### src/rtl/wave_ram_reader_if.sv
// Signal bundle between the waveform RAM reader, the capture RAM read port
// and the HDMI column plotter.
interface wave_ram_reader_if;
    // Column handshake: Col_Req is a one-cycle request with no backpressure.
    // It is taken only while Ready=1, Col_X<H_ACTIVE and Frame_Start is low.
    // Each taken request yields exactly one Sample_Valid pulse, in request order.
    logic        Frame_Start;
    logic [7:0]  Trigger_Gate;
    logic [3:0]  Decim;
    logic [7:0]  Ram_Data;
    logic [17:0] Read_Addr;
    logic        Col_Req;
    logic [10:0] Col_X;
    logic [7:0]  Sample_Out;
    logic        Sample_Valid;
    logic        Ready;
    logic        Trig_Found;

    modport master (
        output Frame_Start, Trigger_Gate, Decim, Ram_Data, Col_Req, Col_X,
        input  Read_Addr, Sample_Out, Sample_Valid, Ready, Trig_Found
    );

    modport slave (
        input  Frame_Start, Trigger_Gate, Decim, Ram_Data, Col_Req, Col_X,
        output Read_Addr, Sample_Out, Sample_Valid, Ready, Trig_Found
    );
endinterface

### src/rtl/wave_ram_reader.sv
// Per-frame rising-edge trigger search over the capture RAM, then pipelined
// per-column sample reads starting at the trigger address.
module wave_ram_reader #(
    parameter int SAMPLING_NUM = 20000,
    parameter int SEARCH_LEN   = 4000,
    parameter int H_ACTIVE     = 1280,
    parameter int RAM_LAT      = 1
) (
    input  logic             clk_system,
    input  logic             Rst,
    wave_ram_reader_if.slave bus,
    output logic [1:0]       dbg_state   // 0 = IDLE, 1 = SEARCH, 2 = SERVE
);

    typedef enum logic [1:0] {
        IDLE   = 2'd0,
        SEARCH = 2'd1,
        SERVE  = 2'd2
    } state_t;

    localparam logic [17:0] LAST_SCAN = 18'(SEARCH_LEN - 1);
    localparam logic [17:0] WRAP_SUB  = 18'(SAMPLING_NUM);
    localparam logic [11:0] COL_LIMIT = 12'(H_ACTIVE);

    state_t state;
    state_t state_next;

    logic [17:0] read_addr_q;
    logic [17:0] trig_addr_q;
    logic        trig_found_q;
    logic        ready_q;
    logic [7:0]  sample_q;
    logic        sample_valid_q;
    logic [7:0]  prev_q;
    logic        prev_vld;

    // Bit 0 of each valid pipe lines up with read_addr_q; bit RAM_LAT with Ram_Data.
    logic [RAM_LAT:0] scn_vld;
    logic [RAM_LAT:0] srv_vld;
    logic [17:0]      scn_tag [1:RAM_LAT];

    logic        scan_more;
    logic        ret_vld;
    logic [17:0] ret_tag;
    logic        hit;
    logic        exhausted;
    logic        accept;
    logic [3:0]  decim_eff;
    logic [14:0] step_prod;
    logic [17:0] addr_sum;
    logic [17:0] addr_wrap;

    always_comb begin
        scan_more = (read_addr_q < LAST_SCAN);
        ret_vld   = (state == SEARCH) && scn_vld[RAM_LAT];
        ret_tag   = scn_tag[RAM_LAT];
        // A zero gate can never satisfy prev < gate, so it never triggers.
        hit       = ret_vld && prev_vld &&
                    (prev_q < bus.Trigger_Gate) && (bus.Ram_Data >= bus.Trigger_Gate);
        exhausted = ret_vld && !hit && (ret_tag == LAST_SCAN);
        accept    = (state == SERVE) && bus.Col_Req && !bus.Frame_Start &&
                    ({1'b0, bus.Col_X} < COL_LIMIT);
        decim_eff = (bus.Decim == 4'd0) ? 4'd1 : bus.Decim;
        step_prod = 15'(bus.Col_X) * 15'(decim_eff);
        addr_sum  = trig_addr_q + 18'(step_prod);
        // Legal configurations keep addr_sum below 2*SAMPLING_NUM, so one subtract suffices.
        addr_wrap = (addr_sum >= WRAP_SUB) ? (addr_sum - WRAP_SUB) : addr_sum;
    end

    always_comb begin
        state_next = state;
        case (state)
            IDLE: begin
                if (bus.Frame_Start) state_next = SEARCH;
            end
            SEARCH: begin
                if (bus.Frame_Start)        state_next = SEARCH;
                else if (hit || exhausted)  state_next = SERVE;
            end
            SERVE: begin
                if (bus.Frame_Start) state_next = SEARCH;
            end
            default: state_next = IDLE;
        endcase
    end

    always_ff @(posedge clk_system) begin
        if (Rst) state <= IDLE;
        else     state <= state_next;
    end

    always_ff @(posedge clk_system) begin
        if (Rst) begin
            read_addr_q    <= '0;
            trig_addr_q    <= '0;
            trig_found_q   <= 1'b0;
            ready_q        <= 1'b0;
            sample_q       <= '0;
            sample_valid_q <= 1'b0;
            prev_q         <= '0;
            prev_vld       <= 1'b0;
            scn_vld        <= '0;
            srv_vld        <= '0;
        end else begin
            ready_q <= (state_next == SERVE);
            if (bus.Frame_Start) begin
                // Restart the scan at address 0 and drop everything in flight.
                read_addr_q    <= '0;
                scn_vld        <= {{RAM_LAT{1'b0}}, 1'b1};
                srv_vld        <= '0;
                prev_vld       <= 1'b0;
                sample_valid_q <= 1'b0;
            end else begin
                sample_valid_q <= srv_vld[RAM_LAT];
                if (srv_vld[RAM_LAT]) sample_q <= bus.Ram_Data;
                srv_vld <= {srv_vld[RAM_LAT-1:0], accept};
                if (state == SEARCH) begin
                    if (scan_more) read_addr_q <= read_addr_q + 18'd1;
                    scn_vld <= (state_next == SEARCH) ? {scn_vld[RAM_LAT-1:0], scan_more} : '0;
                    if (ret_vld) begin
                        prev_q   <= bus.Ram_Data;
                        prev_vld <= 1'b1;
                    end
                    if (hit) begin
                        trig_addr_q  <= ret_tag;
                        trig_found_q <= 1'b1;
                    end else if (exhausted) begin
                        trig_addr_q  <= '0;
                        trig_found_q <= 1'b0;
                    end
                end else begin
                    scn_vld <= '0;
                    if (accept) read_addr_q <= addr_wrap;
                end
            end
        end
    end

    // Address tags travel alongside the scan valids; they carry no reset.
    always_ff @(posedge clk_system) begin
        scn_tag[1] <= read_addr_q;
        for (int k = 2; k <= RAM_LAT; k++) scn_tag[k] <= scn_tag[k-1];
    end

    assign bus.Read_Addr    = read_addr_q;
    assign bus.Sample_Out   = sample_q;
    assign bus.Sample_Valid = sample_valid_q;
    assign bus.Ready        = ready_q;
    assign bus.Trig_Found   = trig_found_q;
    assign dbg_state        = state;

endmodule

### src/flat_wrapper.sv
// flat-port wrapper written by rule: the top's interface ports become plain ports
module wave_ram_reader_flat 
#(
    parameter int SAMPLING_NUM = 20000,
    parameter int SEARCH_LEN   = 4000,
    parameter int H_ACTIVE     = 1280,
    parameter int RAM_LAT      = 1
)
  (clk_system, Rst, dbg_state, bus_Frame_Start, bus_Trigger_Gate, bus_Decim, bus_Ram_Data, bus_Col_Req, bus_Col_X, bus_Read_Addr, bus_Sample_Out, bus_Sample_Valid, bus_Ready, bus_Trig_Found);
  wave_ram_reader_if bus_i ();
  input  logic clk_system;
  input  logic Rst;
  output logic [1:0] dbg_state;
  input wire logic [$bits(bus_i.Frame_Start)-1:0] bus_Frame_Start;
  input wire logic [$bits(bus_i.Trigger_Gate)-1:0] bus_Trigger_Gate;
  input wire logic [$bits(bus_i.Decim)-1:0] bus_Decim;
  input wire logic [$bits(bus_i.Ram_Data)-1:0] bus_Ram_Data;
  input wire logic [$bits(bus_i.Col_Req)-1:0] bus_Col_Req;
  input wire logic [$bits(bus_i.Col_X)-1:0] bus_Col_X;
  output wire logic [$bits(bus_i.Read_Addr)-1:0] bus_Read_Addr;
  output wire logic [$bits(bus_i.Sample_Out)-1:0] bus_Sample_Out;
  output wire logic [$bits(bus_i.Sample_Valid)-1:0] bus_Sample_Valid;
  output wire logic [$bits(bus_i.Ready)-1:0] bus_Ready;
  output wire logic [$bits(bus_i.Trig_Found)-1:0] bus_Trig_Found;
  assign bus_i.Frame_Start = bus_Frame_Start;
  assign bus_i.Trigger_Gate = bus_Trigger_Gate;
  assign bus_i.Decim = bus_Decim;
  assign bus_i.Ram_Data = bus_Ram_Data;
  assign bus_i.Col_Req = bus_Col_Req;
  assign bus_i.Col_X = bus_Col_X;
  assign bus_Read_Addr = bus_i.Read_Addr;
  assign bus_Sample_Out = bus_i.Sample_Out;
  assign bus_Sample_Valid = bus_i.Sample_Valid;
  assign bus_Ready = bus_i.Ready;
  assign bus_Trig_Found = bus_i.Trig_Found;
  wave_ram_reader #(.SAMPLING_NUM(SAMPLING_NUM), .SEARCH_LEN(SEARCH_LEN), .H_ACTIVE(H_ACTIVE), .RAM_LAT(RAM_LAT)) u_core (.clk_system(clk_system), .Rst(Rst), .bus(bus_i), .dbg_state(dbg_state));
endmodule
### config.mk
export PLATFORM = sky130hd
export DESIGN_NAME = wave_ram_reader_flat
export DESIGN_NICKNAME = d
export VERILOG_FILES = /design/src/rtl/wave_ram_reader_if.sv /design/src/rtl/wave_ram_reader.sv /design/src/flat_wrapper.sv
export SDC_FILE = /design/constraint.sdc
export NUM_CORES = 1
export LEC_CHECK = 0
export ABC_AREA = 1
export BUFFER_PORTS_ARGS = -buffer_cell sky130_fd_sc_hd__buf_2
export CORE_ASPECT_RATIO = 1.5
export CORE_MARGIN = 1
export CORE_UTILIZATION = 55
export DETAILED_ROUTE_END_ITERATION = 8
export PLACE_DENSITY = 0.75
export SETUP_SLACK_MARGIN = 0.5
export SLEW_MARGIN = 20
export SYNTH_ARGS = -nofsm -noshare
export SYNTH_HDL_FRONTEND = slang
export SYNTH_SLANG_ARGS = --single-unit
export TNS_END_PERCENT = 10
### constraint.sdc
create_clock -name clk_system -period 6.7 [get_ports clk_system]
set_input_delay 0.67 -clock clk_system [delete_from_list [all_inputs] [get_ports clk_system]]
set_output_delay 0.67 -clock clk_system [all_outputs]
set_load 0.01 [all_outputs]
==> summary.md, run 1 <==
| Metric | Value |
|---|---|
| Status | finished, final reports clean |
| Synth unique cells | 37 |
| Worst-path clk slew | 50 ps |
| Clk_lat worst skew | 330 ps |
| Post-route worst setup slack | 1929 ps |
| Row count | 46 |
| Overall Global Routing Usage | 26.74% |
| CP Data Required Time | 6910 ps |
| RSZ-0062 raised after global routing | false |
| Antenna Nets Post-Route | 0 |
| Pins Over Slew Limit | 0 |
| # setup viols final | 0 |
| IO buf count | 65 |
| Largest family of logic cells by synthesized area | simple AND/OR/NAND/NOR gates |
| Post-synthesis compound-gate area fraction | 9.868% |
| Die H | 130.4 µm |
| Antenna violations before repair | 0 |
| CP Buf/Inv Count | 3 |
| Synth top area share | 26.48% |
| Util after Layout | 63.78% |
| Area growth from synthesis to layout | 12.29% |
| Relative slew slack | 36.79% |
| Final nets | 1084 |
| Synth warn | 0 |
| Syn_nets | 1025 |
| Drt total wl | 14.56 mm |
| Crit path max-delay family | simple AND/OR/NAND/NOR gates |
| WP data arrival | 4980 ps |
| GRT overflow | 0 |
| Final worst path period share | 71.22% |
| CP max-delay cell | nor2_1 |
| Total core area | 0.01065 mm² |
| TritonCTS clock tree | yes |
| 1st-iter DRT viols | 230 |
| Synth Instances | 918 |
| Die area | 0.01143 mm² |
| Clock tree sinks | 80 |
| Crit Path Class | input port to register |
| Yosys reg bits | 80 |
| Global-route wire length before repair | 23.63 mm |
| Period minus WS final | 4771 ps |
| Crit end category | register |
| Area leader, netlist | dfxtp_1 |
| Dpl ws | 1612 ps |
| H-Tree Depth | 3 |
| GPL Wtd Cong | 0.9456 |
| Vias in the first global route | 5169 |
| Worst path max stage delay | 560 ps |
| Post-synthesis mux area share | 0% |
| Worst path cell trace | buf_2, nor3_1, nor2_1, nor2_1, fa_1, inv_1, fa_1, inv_1, ha_1, nand2_1, nand3_2, xnor2_1, nand3_1, nor2_2, nor2_2, nand2_2, nand2_4, nand2_1, nand2_1, a21oi_1, nor2_1 |
| Clk buf depth | 2 |
| Path type of the worst min-delay path | register to register |
| Diode count | 0 |
| Area of the mapped netlist | 0.006048 mm² |
| Register area share after synthesis | 26.48% |
| IO Pins | 66 |
| PwrDens | 235.4 mW/mm² |
| MaxCap Viol Count | 0 |
| Setup repair bufs after CTS | 0 |
| DRC | 0 |
| 1st-pass router iterations | 5 |
| Worst setup SP type | input port |
| Critical-path maximum fanout | 13 |
| Hold Buf Count CTS | 0 |
| Num CTS Buffers | 9 |
| Die width | 87.62 µm |
| Synthesized-area fraction occupied by xor and xnor cells | 1.158% |
| Peak Freq | 0.2096 GHz |
| Drt wl/cell | 12.93 µm |
| Post-CTS Resized | 0 |
| Final TNS setup | 0 ps |
| Synthesized area per cell | 6.589 µm² |
| Top cells by area, synth | dfxtp_1 26%, nand2_1 16%, inv_1 11% |
| Max VDD drop | 0.1725 mV |
| Initial Util | 56.80% |
| Pleak | 3.772 nW |
| Final Hold Fails | 0 |
| Clock Skew | 8.389 ps |
| Worst-margin pin slew | 945.9 ps |
| Dpl hpwl | 11.74 mm |
| CTS root buffer | clkbuf_16 |
| Largest net degree at the start of global routing | 34 |
| Vias/cell | 5.043 |
| Share of cells above drive strength 1 | 10.29% |
| Adder-cell share of the synthesized area | 18.62% |
| Simple-Gate Fraction of Synth Area | 31.03% |
| Vias | 5678 |
routing by layer:
metal  part of all wire [%]  track usage (%)
met4                    5.5            15.62
met5                      0                0
met2                     51            46.92
met1                     40            30.10
met3                    3.3            4.774
logic make-up (layout without fill, tap and decap cells):
group / after synthesis / count (layout)
AO/OA/AOI/OAI: 113 / 113
XOR/XNOR: 8 / 8
adder cells (fa/ha/maj): 72 / 72
buffers and inverters: 203 / 267
flip-flops: 80 / 80
AND/OR/NAND/NOR: 442 / 442
metrics by stage:
step / hold slack (ps) / cell area [µm²] / cells / total power [mW]
after detailed placement: 379.5 / 6479 / 1110 / 1.111
after CTS: 388.6 / 6787 / 1126 / 1.604
after global routing: 395.2 / 6792 / 1126 / 1.718
after global placement: 378.7 / 6479 / 1110 / 1.109
after floorplan: 393.6 / 6048 / 918 / 0.9610
final: 386.2 / 6792 / 1126 / 1.599
final timing paths:
kind	startpoint	slack, ps	end	cells after the start
max	bus_Decim[1]	1930	u_core.bus.Read_Addr[9]	21
max reg2reg	u_core.trig_addr_q[11]	3370	u_core.bus.Read_Addr[9]	19
min reg2reg	u_core.bus.Read_Addr[14]	390	u_core.scn_tag[1][14]	0
min	u_core.bus.Read_Addr[14]	390	u_core.scn_tag[1][14]	0
registers in the layout, summed over array words and instances (netlist names):
signal,cells
u_core.bus.Ready,1
u_core.bus.Sample_Out,8
u_core.prev_q,8
u_core.trig_addr_q,18
u_core.bus.Trig_Found,1
u_core.bus.Read_Addr,18
u_core.dbg_state,2
u_core.bus.Sample_Valid,1
u_core.prev_vld,1
u_core.scn_tag,18
u_core.scn_vld,2
u_core.srv_vld,2
power breakdown:
group	switching (mW)	internal, mW	total, mW
clock	0.185	0.309	0.495
combinational	0.393	0.204	0.598
sequential	0.0152	0.491	0.506
cell usage in the layout, fill, tap and decap left out, types with 2 or more instances in the layout:
| master | n |
|---|---|
| xor2_1 | 5 |
| dfxtp_1 | 80 |
| clkbuf_8 | 2 |
| nand2_1 | 253 |
| ha_1 | 42 |
| a21oi_1 | 58 |
| xnor2_1 | 3 |
| nand3_2 | 2 |
| and2_1 | 2 |
| nand4_1 | 11 |
| clkbuf_16 | 9 |
| inv_1 | 185 |
| nor2_1 | 95 |
| o22ai_1 | 2 |
| buf_2 | 65 |
| o21ai_0 | 44 |
| nand3_1 | 49 |
| nand2_4 | 4 |
| nand2_2 | 5 |
| a211oi_1 | 2 |
| nor3_1 | 4 |
| nor4_1 | 2 |
| fa_1 | 30 |
| nor2_2 | 5 |
| nand3b_1 | 6 |
Yosys cell counts (all sizes together):
master and n:
a31o 1, nand3 51, and2 2, nand2 262
o21a 1, o21ai 44, dfxtp 80, xnor2 3
o311ai 1, a211oi 2, nand3b 6, nor4 2
and3 1, o31ai 1, inv 185, o22ai 2
nor2 101, nand4 11, a311oi 1, fa 30
a21oi 59, xor2 5, buf 5, o2111ai 1
nor3b 1, ha 42, clkbuf 13, nor3 5
worst register-to-register path: stages (launching register included):
cell and delay (ps):
dfxtp_1 410, inv_1 100, fa_1 530, inv_1 40, ha_1 380, nand2_1 120
nor2_1 220, nand3_1 170, nand3_1 100, nand2_1 60, nand2_2 160, nand2_4 100
nand2_4 90, nand2_4 70, nor2_8 170, nand2_4 130, nand2_1 90, nand2_1 80
a21oi_1 150, nor2_1 60
final cells by class:
| class | count | area [µm²] |
|---|---|---|
| clock inverter | 4 | 51.30 |
| inverter | 185 | 694.4 |
| fill | 992 | 3856 |
| timing repair buffer | 66 | 332.8 |
| sequential | 80 | 1602 |
| clock buffer | 12 | 256.5 |
| multi-input combinational | 635 | 3675 |
| tap | 144 | 180.2 |
(Power assumes the default switching activity.)
==> inputs of run 2 (changes only) <==
ABC_AREA = 0   (was 1)
PLACE_DENSITY = 0.76   (was 0.75)
clock period = 4.62 ns   (was 6.7 ns; I/O delays follow)
==> summary.md, run 2 <==
| Metric | Value |
|---|---|
| Post-synth ARST share | 0% (unchanged) |
| Clock Skew | 11.77 ps (+3.385 ps) |
| Share of cells above drive strength 1 | 25.30% (+15 points) |
| Area leader, netlist | dfxtp_1 |
| Area of the mapped netlist | 0.006017 mm² (-0.52%) |
| Sw Share | 35.52% (-1.6 points) |
| DP Cell Count | 959 (-14%) |
| Max VDD drop | 0.2658 mV (+54%) |
| Most common cell in the netlist | nand2_1 |
| TritonCTS clock tree | yes |
| Worst path cell trace | buf_2, and2_4, fa_1, fa_1, inv_1, fa_1, inv_2, ha_4, o211ai_1, a21o_1, a21o_1, buf_4, a31oi_2, o311ai_4, a21oi_4, buf_4, xnor2_1, a21oi_1 |
| Logic pwr share | 42.0% (+4.6 points) |
| Global-route wire length before repair | 26.22 mm (+11%) |
| Synthesized area per cell | 8.186 µm² (+24%) |
| 1st-pass router iterations | 5 (unchanged) |
| Worst-path clk slew | 70 ps (+20 ps) |
| 1st-iter DRT viols | 352 (+53%) |
| Drt wl/cell | 16.50 µm (+28%) |
| Relative slew slack | 51.03% (+14 points) |
| RSZ-0062 raised after global routing | true |
| Antenna Nets Post-Route | 0 (unchanged) |
| GRT overflow | 0 (unchanged) |
| Commonest cells in the netlist | 83 x nand2_1, 80 x dfxtp_1, 74 x inv_1, 48 x nor2_1, 45 x a21oi_1 |
| Pleak | 3.282 nW (-13%) |
| Post-synth EDFFs | 0 (unchanged) |
| Clk buf depth | 2 (unchanged) |
| # setup viols final | 0 (unchanged) |
| Clock tree sinks | 80 (unchanged) |
| Pins Over Slew Limit | 0 (unchanged) |
| Crit path max-delay family | adder cells |
| CP Buf/Inv Count | 5 (+2) |
| Top cell by count, worst path | fa_1 |
| Vias/cell | 5.783 (+15%) |
| Clk_lat worst skew | 350 ps (+20 ps) |
| GPL Wtd Cong | 0.9363 (-0.98%) |
| Final instance area | 0.007371 mm² (+8.5%) |
| Largest net degree at the start of global routing | 60 (+76%) |
| Die area | 0.01137 mm² (-0.51%) |
| Flop pwr share | 28.5% (-3.2 points) |
| Post-Place Cell Area | 0.006833 mm² (+5.5%) |
| CP Data Required Time | 4860 ps (-2050 ps) |
| H-Tree Depth | 3 (unchanged) |
| Synth Instances | 735 (-20%) |
| MaxCap Viol Count | 0 (unchanged) |
| Antenna violations before repair | 0 (unchanged) |
| Synth top area share | 26.62% (+0.14 points) |
| Power share of the clock group | 29.5% (-1.4 points) |
| Die H | 130.1 µm (-0.26%) |
| Ys flop type | dfxtp_1 |
| Yosys reg bits | 80 (unchanged) |
| Area growth from synthesis to layout | 22.50% |
| Worst-margin pin slew | 726.8 ps (-219.0 ps) |
| Diode count | 0 (unchanged) |
| Final Hold Fails | 0 (unchanged) |
| Commonest non-fill, non-tap cells in the layout | 83 x nand2_1, 80 x dfxtp_1, 71 x inv_1 |
| Worst setup SP type | input port |
| Final Non-Filler Cells | 982 (-13%) |
| IO Pins | 66 (unchanged) |
| Status | finished, final reports clean |
| Vias in the first global route | 5669 (+9.7%) |
| NetSw | 0.8973 mW (+51%) |
| Hold Buf Count CTS | 0 (unchanged) |
| Path type of the worst min-delay path | input port to register |
| Overall Global Routing Usage | 29.98% (+3.2 points) |
| Total core area | 0.01059 mm² (-0.54%) |
| Top cells by area, synth | dfxtp_1 27%, fa_1 10%, ha_1 8.7% |
| Crit end category | register |
| Syn_nets | 842 (-18%) |
| Num CTS Buffers | 9 (unchanged) |
| Synth warn | 0 (unchanged) |
| Period minus WS final | 4302 ps |
| Synth unique cells | 74 (+100%) |
| Final nets | 940 (-13%) |
| Critical-path maximum fanout | 6 (-7) |
| Final worst path period share | 93.12% |
| Power Internal | 1.629 mW (+62%) |
| Dpl hpwl | 12.13 mm (+3.3%) |
| Row count | 46 (unchanged) |
| CP max-delay cell | fa_1 |
| Drt total wl | 16.21 mm (+11%) |
| Crit Path Class | input port to register |
| PwrDens | 342.8 mW/mm² (+46%) |
| Peak Freq | 0.2324 GHz |
| Most common cell after layout, fill and taps aside | nand2_1 |
| DRC | 0 (unchanged) |
| Initial Util | 56.82% (about the same) |
| IO buf count | 65 (unchanged) |
| Worst path max stage delay | 530 ps (-30 ps) |
| Vias | 5679 (+0.018%) |
| Hold_ws | 378.0 ps (-8.253 ps) |
| Register area share after synthesis | 26.62% (+0.14 points) |
| WP data arrival | 4540 ps (-440 ps) |
| CTS root buffer | clkbuf_16 |
| Die width | 87.40 µm (-0.25%) |
-- run 2: cell count changes in the layout (fill, tap and decap cells not counted), sizes merged, moves of 33 or more --
cell   delta
nand2   -179
inv     -107
buf      +58
nor2     -52
nand3    -36
and2     +33
-- run 2: cell families (layout without fill, tap and decap cells) --
logic type	count (synthesis)	after routing	share of synthesized area, %
multiplexers	7	7	1.268
AND/OR/NAND/NOR	272	272	23.21
XOR/XNOR	12	12	1.872
adder cells (fa/ha/maj)	72	72	18.71
flip-flops	80	80	26.62
buffers and inverters	112	215	7.611
AO/OA/AOI/OAI	180	180	20.71
-- run 2: power by group through the flow --
stage	registers (mW)	clock network, mW	logic, mW
6_report	0.721	0.745	1.06
3_3_place_gp	0.734	0	0.954
2_1_floorplan	0.733	0	0.643
5_1_grt	0.721	0.785	1.16
4_1_cts	0.720	0.745	1.04
3_5_place_dp	0.735	0	0.977
-- run 2: final cells by class --
class | instances | area, µm²
flip-flops and latches | 80 | 1602
clock inverters | 7 | 85.08
well taps | 144 | 180.2
repair buffers | 124 | 794.5
inverters | 75 | 281.5
multi-input cells | 543 | 4203
fillers | 872 | 3219
clock buffers | 9 | 225.2
-- run 2: final timing paths --
check | startpoint | endpoint | slack, ps | depth (start not counted)
setup / recovery | bus_Col_X[3] | u_core.bus.Read_Addr[5] | 320 | 18
setup reg to reg | u_core.trig_addr_q[2] | u_core.bus.Read_Addr[6] | 1150 | 12
hold reg to reg | u_core.bus.Read_Addr[15] | u_core.scn_tag[1][15] | 410 | 0
hold / removal | bus_Ram_Data[2] | u_core.bus.Sample_Out[2] | 380 | 3
-- run 2: metal layers --
layer / vias to the layer above / track usage [%] / share of wire [%]
met5: - / 0 / 0
met4: 0 / 19.19 / 6.2
met3: 56 / 4.807 / 4.1
met2: 172 / 54.87 / 52
met1: 2717 / 31.34 / 38
li1: 2734 / - / -
-- run 2: worst register-to-register path, delay by kind of cell (launching register included) --
| kind | cells | cell delay, ps |
|---|---|---|
| compound gates | 6 | 1290 |
| fa+ha+maj | 2 | 1000 |
| simple gates | 1 | 220 |
| buf+inv | 2 | 230 |
| flops | 1 | 340 |
| mux | 1 | 350 |
-- run 2: what timing repair did --
item,CTS,global route
setup endpoints to repair,13,13
pin swaps,32,6
gates resized for setup,35,6
buffers inserted,6,1
-- run 2: through the flow --
stage / utilization (%) / TNS [ps] / total power, mW / worst slack, ps
finish: 69.60 / 0 / 2.527 / 317.9
global route: 69.60 / 0 / 2.666 / 164.4
CTS: 69.20 / 0 / 2.506 / 345.3
detailed placement: 64.52 / -2621 / 1.712 / -316.7
global placement: 64.52 / -761.4 / 1.689 / -135.9
floorplan: - / 0 / 1.376 / 62.24
